--- src/rtl/t03_wb_sram_responder_if.sv ---
// Wishbone classic-cycle bus bundle between the MMIO master and the SRAM responder.
// ERR_O is present only when T03_WB_RESP_ERR_EN is defined.
interface t03_wb_sram_responder_if;
   logic [31:0] ADR_I;
   logic [31:0] DAT_I;
   logic [3:0]  SEL_I;
   logic        WE_I;
   logic        STB_I;
   logic        CYC_I;
   logic [31:0] DAT_O;
   logic        ACK_O;
`ifdef T03_WB_RESP_ERR_EN
   logic        ERR_O;
`endif

   modport master (
`ifdef T03_WB_RESP_ERR_EN
      input  ERR_O,
`endif
      output ADR_I, DAT_I, SEL_I, WE_I, STB_I, CYC_I,
      input  DAT_O, ACK_O
   );

   modport slave (
`ifdef T03_WB_RESP_ERR_EN
      output ERR_O,
`endif
      input  ADR_I, DAT_I, SEL_I, WE_I, STB_I, CYC_I,
      output DAT_O, ACK_O
   );
endinterface

--- src/rtl/t03_wb_sram_responder.sv ---
// Wishbone classic slave backed by a word-addressed register RAM with programmable wait states.
// Define T03_WB_RESP_ERR_EN to answer out-of-range accesses with ERR_O instead of a silent ACK_O.
//
// state   | meaning
// IDLE    | waiting for CYC_I & STB_I; request latched on accept
// WAIT    | counting down wait states; dropped CYC_I/STB_I aborts
// ACK     | one-cycle ACK_O/ERR_O; write lands at the end of this cycle
module t03_wb_sram_responder #(
   parameter logic [31:0] BASE_ADDR   = 32'h3300_0000,
   parameter int          DEPTH       = 64,
   parameter int          WAIT_STATES = 2
) (
   input logic                     clk,
   input logic                     nrst,
   t03_wb_sram_responder_if.slave  wb
);
   localparam int          AW   = $clog2(DEPTH);
   localparam logic [31:0] SPAN = 32'(4 * DEPTH);
   localparam logic [3:0]  WS   = 4'(WAIT_STATES);

   typedef enum logic [1:0] {ST_IDLE, ST_WAIT, ST_ACK} state_t;

   state_t          state;
   logic [3:0]      cnt;
   logic [31:0]     ram [DEPTH];
   logic            lat_we;
   logic            lat_ok;
   logic [AW-1:0]   lat_idx;
   logic [31:0]     lat_dat;
   logic [3:0]      lat_sel;
   logic            ack_q;
   logic [31:0]     dat_q;
`ifdef T03_WB_RESP_ERR_EN
   logic            err_q;
`endif

   logic [31:0]     offset;
   logic            in_range;
   logic            req;
   logic            fire;
   logic            r_ok;
   logic            r_we;
   logic [AW-1:0]   r_idx;

   // With zero wait states the response is launched straight from IDLE on live bus values.
   always_comb begin
      offset   = wb.ADR_I - BASE_ADDR;
      in_range = (wb.ADR_I >= BASE_ADDR) && (offset < SPAN);
      req      = wb.CYC_I & wb.STB_I;
      fire     = 1'b0;
      r_ok     = lat_ok;
      r_we     = lat_we;
      r_idx    = lat_idx;
      if (state == ST_IDLE) begin
         fire  = req && (WS == 4'd0);
         r_ok  = in_range;
         r_we  = wb.WE_I;
         r_idx = offset[AW+1:2];
      end else if (state == ST_WAIT) begin
         fire  = req && (cnt == 4'd1);
      end
   end

   always_ff @(posedge clk) begin
      if (!nrst) begin
         state   <= ST_IDLE;
         cnt     <= 4'd0;
         lat_we  <= 1'b0;
         lat_ok  <= 1'b0;
         lat_idx <= '0;
         lat_dat <= 32'd0;
         lat_sel <= 4'd0;
         ack_q   <= 1'b0;
         dat_q   <= 32'd0;
`ifdef T03_WB_RESP_ERR_EN
         err_q   <= 1'b0;
`endif
         for (int i = 0; i < DEPTH; i++) ram[i] <= 32'd0;
      end else begin
         ack_q <= 1'b0;
         dat_q <= 32'd0;
`ifdef T03_WB_RESP_ERR_EN
         err_q <= 1'b0;
`endif
         if (fire) begin
`ifdef T03_WB_RESP_ERR_EN
            ack_q <= r_ok;
            err_q <= !r_ok;
`else
            ack_q <= 1'b1;
`endif
            if (!r_we && r_ok) dat_q <= ram[r_idx];
         end

         case (state)
            ST_IDLE: begin
               if (req) begin
                  lat_we  <= wb.WE_I;
                  lat_ok  <= in_range;
                  lat_idx <= offset[AW+1:2];
                  lat_dat <= wb.DAT_I;
                  lat_sel <= wb.SEL_I;
                  cnt     <= WS;
                  state   <= (WS == 4'd0) ? ST_ACK : ST_WAIT;
               end
            end
            ST_WAIT: begin
               if (!req) begin
                  state <= ST_IDLE;
               end else begin
                  cnt <= cnt - 4'd1;
                  if (cnt == 4'd1) state <= ST_ACK;
               end
            end
            ST_ACK: begin
               state <= ST_IDLE;
               if (lat_we && lat_ok) begin
                  for (int b = 0; b < 4; b++)
                     if (lat_sel[b]) ram[lat_idx][8*b +: 8] <= lat_dat[8*b +: 8];
               end
            end
            default: state <= ST_IDLE;
         endcase
      end
   end

   assign wb.ACK_O = ack_q;
   assign wb.DAT_O = dat_q;
`ifdef T03_WB_RESP_ERR_EN
   assign wb.ERR_O = err_q;
`endif
endmodule

--- src/flat_wrapper.sv ---
// flat-port wrapper written by rule: the top's interface ports become plain ports
module t03_wb_sram_responder_flat 
#(
   parameter logic [31:0] BASE_ADDR   = 32'h3300_0000,
   parameter int          DEPTH       = 64,
   parameter int          WAIT_STATES = 2
)
  (clk, nrst, wb_ADR_I, wb_DAT_I, wb_SEL_I, wb_WE_I, wb_STB_I, wb_CYC_I, wb_DAT_O, wb_ACK_O);
  t03_wb_sram_responder_if wb_i ();
  input logic clk;
  input logic nrst;
  input wire logic [$bits(wb_i.ADR_I)-1:0] wb_ADR_I;
  input wire logic [$bits(wb_i.DAT_I)-1:0] wb_DAT_I;
  input wire logic [$bits(wb_i.SEL_I)-1:0] wb_SEL_I;
  input wire logic [$bits(wb_i.WE_I)-1:0] wb_WE_I;
  input wire logic [$bits(wb_i.STB_I)-1:0] wb_STB_I;
  input wire logic [$bits(wb_i.CYC_I)-1:0] wb_CYC_I;
  output wire logic [$bits(wb_i.DAT_O)-1:0] wb_DAT_O;
  output wire logic [$bits(wb_i.ACK_O)-1:0] wb_ACK_O;
  assign wb_i.ADR_I = wb_ADR_I;
  assign wb_i.DAT_I = wb_DAT_I;
  assign wb_i.SEL_I = wb_SEL_I;
  assign wb_i.WE_I = wb_WE_I;
  assign wb_i.STB_I = wb_STB_I;
  assign wb_i.CYC_I = wb_CYC_I;
  assign wb_DAT_O = wb_i.DAT_O;
  assign wb_ACK_O = wb_i.ACK_O;
  t03_wb_sram_responder #(.BASE_ADDR(BASE_ADDR), .DEPTH(DEPTH), .WAIT_STATES(WAIT_STATES)) u_core (.clk(clk), .nrst(nrst), .wb(wb_i));
endmodule
--- config.mk ---
export PLATFORM = sky130hd
export DESIGN_NAME = t03_wb_sram_responder_flat
export DESIGN_NICKNAME = d
export VERILOG_FILES = /design/src/rtl/t03_wb_sram_responder_if.sv /design/src/rtl/t03_wb_sram_responder.sv /design/src/flat_wrapper.sv
export SDC_FILE = /design/constraint.sdc
export NUM_CORES = 2
export LEC_CHECK = 0
export BUFFER_PORTS_ARGS = -buffer_cell sky130_fd_sc_hd__buf_2
export CAP_MARGIN = 10
export CORE_ASPECT_RATIO = 0.9
export CORE_MARGIN = 2
export CORE_UTILIZATION = 61
export CTS_CLUSTER_SIZE = 24
export DETAILED_ROUTE_END_ITERATION = 12
export PLACE_DENSITY = 0.77
export SYNTH_ARGS = -nofsm -noshare
export SYNTH_HDL_FRONTEND = slang
export SYNTH_SLANG_ARGS = --single-unit
--- constraint.sdc ---
create_clock -name clk -period 5 [get_ports clk]
set_clock_uncertainty 0.2 [all_clocks]
set_input_delay 0.5 -clock clk [delete_from_list [all_inputs] [get_ports clk]]
set_output_delay 0.5 -clock clk [all_outputs]
set_load 0.03 [all_outputs]
==> summary.txt <==
Status
  – Status: finished clean

Power and ir drop
  – Sw power: 9.32 mW
  – Gate power share: 0.080
  – PwrDens: 358 nW/µm²
  – Clock power frac: 0.398
  – Maximum vdd drop: 345 µV
  – P_leak: 39.7 nW
  – Reg power frac: 0.522
  – Int Power: 29.9 mW
  – Switching Fraction: 0.238

Route
  – Wirelength, routed: 299 mm
  – Starting DRT DRC Count: 11.7k
  – Number of vias per cell: 6.58
  – Vias: 68.5k
  – # DRC: 0
  – Wire per inst: 28.8 µm
  – Router iterations before antenna repair: 8
  – DRT antenna net count: 0

Worst hold path
  – Hold path cells: 3
  – Min-delay worst type: in -> reg
  – Hold_sp: nrst
  – Hold endpoint: u_core.state[0]

Layout
  – Fillers: 10.8k
  – Most common cell after layout, fill and taps aside: and2_1
  – Final core utilization: 0.685
  – Commonest cells after routing, fill and taps aside: 2049 x and2_1, 2048 x edfxtp_1, 1002 x nand2_1, 388 x buf_4, 332 x o21ai_0
  – Area growth syn-to-layout: 11.2%
  – Nets: 8179
  – Share of layout cells above drive strength 1: 0.128

CTS
  – CTS tree: yes
  – CTS H-Tree Depth: 4
  – Clk slew on worst S/H paths: 0.06 ns
  – Root buf cell: clkbuf_16
  – Number of setup buffers added after CTS: 0
  – Max clock buf depth: 3
  – # hold bufs at CTS: 49
  – Gates resized, CTS repair: 0
  – Number of CTS-inserted buffers: 207
  – Worst-Skew Late Latency: 0.86 ns
  – CTS Sinks: 2131

Die
  – Site row count: 139
  – Core area: 160000 µm²
  – Die Span X: 427 µm
  – I/O pin cnt: 106
  – Starting utilization of the core area: 0.615
  – Die height: 385 µm
  – Die area: 164000 µm²

Worst setup path
  – Worst r2r dst: u_core.wb.DAT_O[17]
  – Flop2flop setup slack: 0.54 ns
  – CP max-delay cell: dfxtp_1
  – Critical path data arrival time: 4.96 ns
  – Crit path launch type: flop
  – Worst-case reg-to-reg path depth: 7
  – CP cell instances: or3b_1 -> nand2_8 -> nor2_1 -> buf_4 -> a222oi_1 -> o211ai_1 -> o221ai_1
  – Setup CP Type: reg -> reg
  – Crit. End Element: flop
  – Worst-path maximum fanout: 46
  – WP data required: 5.50 ns
  – Max incr delay on CP: 0.84 ns
  – FF-to-FF Start: u_core.state[0]

Yosys
  – Post-synth EDFFs: 2048
  – Synthesized area per cell: 12.3 µm²
  – Post-Syn Nets: 8056
  – Dominant synthesized flop cell: edfxtp_1
  – Register area share after synthesis: 0.642
  – Ys async rst share: 0
  – Post-synth design cell area: 98400 µm²
  – Mapped Cells: 7981
  – Post-synth cell types: 73
  – Register bit count reported by yosys: 2131
  – Ys Warns: 0

Timing
  – Unrepaired setup endpoints after global routing: false
  – Final setup fails: 0
  – Worst-margin pin slew: 1.35 ns
  – Max Clk Rate: 224 MHz
  – Final number of hold-violating endpoints: 0
  – Crit share post-route: 0.893
  – Final Slew Violations: 0
  – Setup TNS: 0 ns
  – Worst slew margin: 0.101
  – Min Clock Period, post-route: 4.46 ns

Global route
  – Vias in the first global route: 65.1k
  – Total GRT Usage: 0.362
  – Global route overflow: 0
  – Global-route wire length before repair: 433 mm
  – Initial antenna violation count: 28
  – Largest net degree at the start of global routing: 124

Placed design
  – Placer Congestion: 0.948
  – DP Wirelength: 193 mm
  – Port bufs: 103

Job
  – Total of max-cap violations: 0
-- metrics by stage --
step           total power, mW  instances  setup slack, ns  hold WS (ns)  instance area [µm²]
4_1_cts                   39.0      10400            0.740       0.00121               109000
3_5_place_dp              23.8       9956            0.771         0.255               102000
2_1_floorplan             22.5       7981             2.15         0.249                98400
6_report                  39.2      10400            0.537        0.0609               109000
3_3_place_gp              23.7       9956            0.818         0.252               102000
5_1_grt                   40.0      10400            0.386        0.0428               109000
-- synth_stat cells (all sizes together), types with 83 or more instances --
cell	n	area share
nor2	283	0.011
nand2	1012	0.039
mux4	100	0.023
clkbuf	412	0.016
a211oi	116	0.0089
a32oi	118	0.011
mux2i	148	0.015
nand3	247	0.013
edfxtp	2048	0.63
and2	2052	0.13
dfxtp	83	0.017
buf	242	0.014
and3	130	0.0083
a31oi	100	0.0064
o21ai	341	0.017
-- worst max-delay path, delay by kind of cell (launching register included) --
family	cells	cell delay [ns]
and+or+nand+nor	3	1.76
buffers and inverters	1	0.36
DFF	1	0.84
AOI/OAI and AO/OA	3	1.14
-- logic make-up (layout without fill, tap and decap cells) --
kind of cell / count (synthesis) / count (layout) / synth area share
compound gates: 1034 / 1034 / 0.0726
other cells: 0 / 20 / 0
xor+xnor: 2 / 2 / 0.000178
simple gates: 3844 / 3844 / 0.209
flops: 2131 / 2131 / 0.642
fa+ha+maj: 2 / 2 / 0.000254
mux: 311 / 311 / 0.0453
buf+inv: 657 / 955 / 0.0301
-- layout make-up --
type                       instances  area, µm²  area share
clock inverter                   104        987     0.00902
timing repair buffer             568       4410      0.0403
sequential                      2131      63200       0.578
clock buffer                     280       5690      0.0520
tap                             2115       2650      0.0242
multi-input combinational       5193      32400       0.296
antenna                           20       50.0    0.000457
inverter                           3       11.3    0.000103
-- worst max path at each step --
stage          depth (start not counted)  slack, ns             from             endpoint
6_report                               7       0.54  u_core.state[0]  u_core.wb.DAT_O[17]
4_1_cts                                9       0.74  u_core.state[0]  u_core.wb.DAT_O[17]
5_1_grt                                9       0.39  u_core.state[0]   u_core.wb.DAT_O[2]
3_5_place_dp                           9       0.77  u_core.state[0]  u_core.wb.DAT_O[17]
2_1_floorplan                          8       2.15  u_core.state[1]   u_core.ram[22][10]
3_3_place_gp                           9       0.82  u_core.state[0]  u_core.wb.DAT_O[17]
-- registers in the layout, summed over array words and instances (netlist names) --
signal / cells
u_core.wb.DAT_O: 32
u_core.lat_sel: 4
u_core.lat_ok: 1
u_core.wb.ACK_O: 1
u_core.lat_dat: 32
u_core.lat_we: 1
u_core.lat_idx: 6
u_core.ram: 2048
u_core.cnt: 4
u_core.state: 2
-- metal layers --
layer,part of all wire,vias to the layer above,track usage
met5,0.00044,-,0
met4,0.059,20,0.187
met3,0.14,859,0.101
met2,0.44,5029,0.538
met1,0.36,33600,0.492
li1,-,29000,-
-- power by group through the flow --
stage / Clock (mW) / Sequential, mW / Combinational, mW
2_1_floorplan: 0 / 20.7 / 1.79
3_3_place_gp: 0 / 20.8 / 2.92
3_5_place_dp: 0 / 20.8 / 2.97
4_1_cts: 15.6 / 20.5 / 3.02
5_1_grt: 16.3 / 20.5 / 3.22
6_report: 15.6 / 20.5 / 3.13
Power figures use the tool's default switching activity.
